## src/rtl/pipelined_adder_if.sv

```systemverilog
// rtl/pipelined_adder_if.sv - operand/result handshake bundle for pipelined_adder
interface pipelined_adder_if #(
  parameter int WIDTH = 16
) ();
  logic             in_valid;
  logic             in_ready;
  logic [WIDTH-1:0] a;
  logic [WIDTH-1:0] b;
  logic             carry_in;
  logic             out_valid;
  logic             out_ready;
  logic [WIDTH-1:0] sum;
  logic             carry_out;

  modport slave (
    input  in_valid, a, b, carry_in, out_ready,
    output in_ready, out_valid, sum, carry_out
  );

  modport master (
    output in_valid, a, b, carry_in, out_ready,
    input  in_ready, out_valid, sum, carry_out
  );
endinterface

```

## src/rtl/pipelined_adder.sv

```systemverilog
// rtl/pipelined_adder.sv - chunked ripple-carry adder pipeline with valid/ready stall
// Optional unsigned saturation on final carry: define ADDER_SAT_EN.
module pipelined_adder #(
  parameter int WIDTH = 16,
  parameter int CHUNK = 4
) (
  input  logic              clk,
  input  logic              rst_n,
  pipelined_adder_if.slave  bus
);

  localparam int STAGES = (CHUNK > 0) ? WIDTH / CHUNK : 1;

  generate
    if ((CHUNK < 1) || ((WIDTH % ((CHUNK > 0) ? CHUNK : 1)) != 0)) begin : g_bad_cfg
      $error("pipelined_adder: WIDTH must be a positive multiple of CHUNK");
    end
  endgenerate

  // Slot 0 captures raw operands; slot k+1 holds the result of adding chunk k.
  logic [STAGES:0]  v_q, v_d;
  logic [STAGES:0]  c_q, c_d;
  logic [WIDTH-1:0] s_q [STAGES+1];
  logic [WIDTH-1:0] s_d [STAGES+1];
  logic [WIDTH-1:0] a_q [STAGES];
  logic [WIDTH-1:0] a_d [STAGES];
  logic [WIDTH-1:0] b_q [STAGES];
  logic [WIDTH-1:0] b_d [STAGES];
  logic [CHUNK:0]   part;
  logic             stall;

  assign stall         = v_q[STAGES] && !bus.out_ready;
  assign bus.in_ready  = !stall;
  assign bus.out_valid = v_q[STAGES];
  assign bus.sum       = s_q[STAGES];
  assign bus.carry_out = c_q[STAGES];

  always_comb begin
    v_d     = {v_q[STAGES-1:0], bus.in_valid};
    c_d     = '0;
    c_d[0]  = bus.carry_in;
    s_d[0]  = '0;
    a_d[0]  = bus.a;
    b_d[0]  = bus.b;
    part    = '0;
    for (int k = 1; k < STAGES; k++) begin
      a_d[k] = a_q[k-1];
      b_d[k] = b_q[k-1];
    end
    for (int k = 0; k < STAGES; k++) begin
      part = {1'b0, a_q[k][k*CHUNK +: CHUNK]}
           + {1'b0, b_q[k][k*CHUNK +: CHUNK]}
           + {{CHUNK{1'b0}}, c_q[k]};
      s_d[k+1]                    = s_q[k];
      s_d[k+1][k*CHUNK +: CHUNK]  = part[CHUNK-1:0];
      c_d[k+1]                    = part[CHUNK];
    end
`ifdef ADDER_SAT_EN
    if (c_d[STAGES]) begin
      s_d[STAGES] = '1;
    end
`endif
  end

  // A stall freezes every slot so the held result and in-flight entries stay aligned.
  always_ff @(posedge clk or negedge rst_n) begin
    if (!rst_n) begin
      v_q <= '0;
      c_q <= '0;
      s_q <= '{default: '0};
      a_q <= '{default: '0};
      b_q <= '{default: '0};
    end else if (!stall) begin
      v_q <= v_d;
      c_q <= c_d;
      s_q <= s_d;
      a_q <= a_d;
      b_q <= b_d;
    end
  end

endmodule

```

## src/flat_wrapper.sv

```systemverilog
// flat-port wrapper written by rule: the top's interface ports become plain ports
module pipelined_adder_flat 
#(
  parameter int WIDTH = 16,
  parameter int CHUNK = 4
)
  (clk, rst_n, bus_in_valid, bus_a, bus_b, bus_carry_in, bus_out_ready, bus_in_ready, bus_out_valid, bus_sum, bus_carry_out);
  pipelined_adder_if #(.WIDTH(WIDTH)) bus_i ();
  input  logic clk;
  input  logic rst_n;
  input wire logic [$bits(bus_i.in_valid)-1:0] bus_in_valid;
  input wire logic [$bits(bus_i.a)-1:0] bus_a;
  input wire logic [$bits(bus_i.b)-1:0] bus_b;
  input wire logic [$bits(bus_i.carry_in)-1:0] bus_carry_in;
  input wire logic [$bits(bus_i.out_ready)-1:0] bus_out_ready;
  output wire logic [$bits(bus_i.in_ready)-1:0] bus_in_ready;
  output wire logic [$bits(bus_i.out_valid)-1:0] bus_out_valid;
  output wire logic [$bits(bus_i.sum)-1:0] bus_sum;
  output wire logic [$bits(bus_i.carry_out)-1:0] bus_carry_out;
  assign bus_i.in_valid = bus_in_valid;
  assign bus_i.a = bus_a;
  assign bus_i.b = bus_b;
  assign bus_i.carry_in = bus_carry_in;
  assign bus_i.out_ready = bus_out_ready;
  assign bus_in_ready = bus_i.in_ready;
  assign bus_out_valid = bus_i.out_valid;
  assign bus_sum = bus_i.sum;
  assign bus_carry_out = bus_i.carry_out;
  pipelined_adder #(.WIDTH(WIDTH), .CHUNK(CHUNK)) u_core (.clk(clk), .rst_n(rst_n), .bus(bus_i));
endmodule
```

## config.mk

```make
export PLATFORM = sky130hd
export DESIGN_NAME = pipelined_adder_flat
export DESIGN_NICKNAME = d
export VERILOG_FILES = /design/src/rtl/pipelined_adder_if.sv /design/src/rtl/pipelined_adder.sv /design/src/flat_wrapper.sv
export SDC_FILE = /design/constraint.sdc
export NUM_CORES = 1
export LEC_CHECK = 0
export ABC_AREA = 1
export CAP_MARGIN = 20
export CORE_ASPECT_RATIO = 2
export CORE_MARGIN = 2
export CORE_UTILIZATION = 50
export CTS_BUF_LIST = sky130_fd_sc_hd__clkbuf_2 sky130_fd_sc_hd__clkbuf_4 sky130_fd_sc_hd__clkbuf_8
export DETAILED_ROUTE_END_ITERATION = 10
export PLACE_DENSITY = 0.72
export SYNTH_ARGS = -nofsm -noshare
export SYNTH_HDL_FRONTEND = slang
export SYNTH_SLANG_ARGS = --single-unit
```

## constraint.sdc

```tcl
create_clock -name clk -period 2.5 [get_ports clk]
set_input_delay 0.625 -clock clk [delete_from_list [all_inputs] [get_ports clk]]
set_output_delay 0.625 -clock clk [all_outputs]
set_load 0.02 [all_outputs]
```

==> impl_metrics.tcl <==
set metrics [dict create \
    status "finished clean" \
    hold_viol 0 \
    timing.rr.end "u_core.s_d[22]" \
    drtIter0Drc 271 \
    ios 56 \
    placed_cell_area_mm2 0.00605 \
    r2r-start "u_core.b_d[20]" \
    final_area_mm2 0.00647 \
    reg2regPathDepth 5 \
    antenna_found_initial 0 \
    hold_buffers 0 \
    post-place-ws_ps 4.00 \
    grt_pass1_vias 3992 \
    dpl.hpwl_mm 6.44 \
    wl_met2_mm 5.18 \
    utilization_pct 61.4 \
    yosysTopAreaCellShare_pct 60.0 \
    worst_pin_slew_ps 696 \
    grt_usage_pct 18.6 \
    root_buffer "clkbuf_8" \
    synth_cells 585 \
    wl_met3_um 260 \
    drive_gt1_share_pct 6.63 \
    fin_nets 695 \
    crit_path_top_delay_cell "clkdlybuf4s50_1" \
    cp-end-kind "primary output" \
    design.die.area_mm2 0.0118 \
    slew_viol_final 0 \
    worst_path_largest_cell_delay_ps 450 \
    die_y_um 151 \
    num_vias 3821 \
    wl_met1_mm 4.00 \
    rrSetupSlack_ps 790 \
    clock_sinks 130 \
    cp_max_fo 2 \
    vdd_drop_max_mv 0.637 \
    cap_violations 0 \
    post_drt_via_cell_ratio 4.86 \
    yosys_register_bits 130 \
    critPathLaunchType "input pin" \
    diodes 0 \
    cts_max_path_buffers 2 \
    yosysTopAreaCell "dfrtp_1" \
    power.leakage_nw 3.24 \
    syn_area_mm2 0.00543 \
    path_cells "clkdlybuf4s50_1 > nor2_4 > clkinv_2 > dlygate4sd2_1" \
    n_fill_cell 889 \
    maxUsedRoutingLayer "met4" \
    drc 0 \
    antenna_left 0 \
    cpLargestDelayFamily "buffers and inverters" \
    wl_per_cell_um 12.2 \
    worstPathRequired_ps 1880 \
    port_buffers 55 \
    worstSetupPathType "in2out" \
    multi_input_area_mm2 0.00176 \
    row_count 53 \
    clock_latency_ps 420 \
    clkSlewWorstSetupHoldPaths_ps 70 \
    drt_first_pass_iters 4 \
    ys_seq_area_share_pct 60.0 \
    grt_max_degree 93 \
    skew_ps 8.57 \
    grt_pass1_wl_mm 17.3 \
    ys_warn_count 0 \
    cts_tree "yes" \
    setup-violations-final 0 \
    fp.coreArea_mm2 0.0105 \
    crit_arrival_ps 1650 \
    relSlewSlack_pct 53.6 \
    synth_cell_type_count 18 \
    gp_congestion 0.760 \
    synth_area_leaders "dfrtp_1 (60%), nand2_1 (15%), o21ai_0 (7.5%), inv_1 (4.1%), fa_1 (3.0%)" \
    tritoncts.num_buffers 17 \
    htreeDepth 4 \
    seq_area_mm2 0.00325 \
    fin_crit_ps 2280 \
    rsz0062_at_grt "false" \
    cp.depth 4 \
    period_share_pct 91.2 \
    syn_area_per_cell_um2 9.27 \
    detail_route.wirelength_mm 9.62 \
    area_growth_pct 19.2 \
    fin_ws_ps 220 \
    syn_nets 642 \
    grt_overflow 0 \
    die_x_um 77.7 \
    powerDensity_mw_per_mm2 1260 \
    finalPower_mw 8.16 \
    start_util_pct 51.5 \
    hold_class "in2async" \
    fmax_ghz 0.439 \
    cp_num_buf_inv 3 \
]
==> stage by stage <==
stage	TNS (ps)	hold slack [ps]	cells
6_report	0	187	786
4_1_cts	0	184	786
3_5_place_dp	0	452	756
2_1_floorplan	0	329	585
5_1_grt	0	214	786
3_3_place_gp	-9.45	448	756
==> worst max-delay path by stage <==
stage | from | to | slack, ps
2_1_floorplan | bus_out_ready | bus_in_ready | 780
3_3_place_gp | bus_out_ready | bus_in_ready | -9
3_5_place_dp | bus_out_ready | bus_in_ready | 4
4_1_cts | bus_out_ready | bus_in_ready | 210
5_1_grt | bus_out_ready | bus_in_ready | 200
6_report | bus_out_ready | bus_in_ready | 220
==> area by class of cell <==
cell class              instances  area share, %
clock buffers                  25           4.93
clock inverters                 5           1.55
inverters                      60           3.50
multi-input cells             367           27.2
flip-flops and latches        130           50.3
well taps                     137           2.65
repair buffers                 62           9.85
==> where the power goes <==
part / total, mW / switching, mW / internal [mW]
Sequential: 3.51 / 0.485 / 3.02
Clock: 1.86 / 0.731 / 1.12
Combinational: 2.79 / 1.65 / 1.14
==> logic make-up after synthesis <==
family                     after synthesis  synth area share (%)
and+or+nand+nor                        254                  18.2
DFF                                    130                  60.0
AOI/OAI and AO/OA                       93                  8.60
buffers and inverters                   88                  7.56
adders and majority gates               20                  5.72
==> metal layers <==
layer	vias to the layer above	global-route usage, %
met4	0	8.48
li1	1913	-
met3	18	3.81
met2	57	33.1
met5	-	0
met1	1833	21.4
==> worst reg2reg max path, cell delays in order (launching register included) <==
cell and delay (ps):
dfrtp_1 410, fa_1 480, fa_1 420, nand2_1 110, nand2_1 50, o21ai_0 150
==> sequential cells by signal, indices dropped and copies added (netlist names) <==
signal,cells
u_core.a_d,36
u_core.b_d,36
u_core.s_d,24
u_core.bus.sum,16
u_core.c_q,5
u_core.v_q,5
u_core.a_q,4
u_core.b_q,4
==> placed cells by master, fill, tap and decap left out <==
cell             Yosys  final
nand2_1            224    224
dfrtp_1            130    130
o21ai_0             81     81
inv_1               59     59
clkdlybuf4s50_1      0     53
clkbuf_8             0     21
nor2_1              13     13
nand3_1             13     13
ha_1                12     12
fa_1                 8      8
a21oi_1              6      6
o21ai_1              5      5
buf_4                5      5
clkbuf_4             0      4
clkinv_2             0      3
or2_2                3      3
bufinv_16            0      3
buf_12               0      3
nor2_4               1      1
a31oi_1              1      1
dlygate4sd2_1        0      1
==> what timing repair did <==
action,4_1_cts,5_1_grt
setup buffers,0,0
gates resized for setup,1,0
endpoints found under the setup margin,1,0
==> synthesized netlist by cell type <==
master / n
a21oi_1: 6
a31oi_1: 1
buf_2: 13
buf_4: 5
buf_6: 6
clkbuf_1: 4
dfrtp_1: 130
fa_1: 8
ha_1: 12
inv_1: 59
inv_2: 1
nand2_1: 224
nand3_1: 13
nor2_1: 13
nor2_4: 1
o21ai_0: 81
o21ai_1: 5
or2_2: 3
Note: power is estimated with default switching activity, not from simulation.
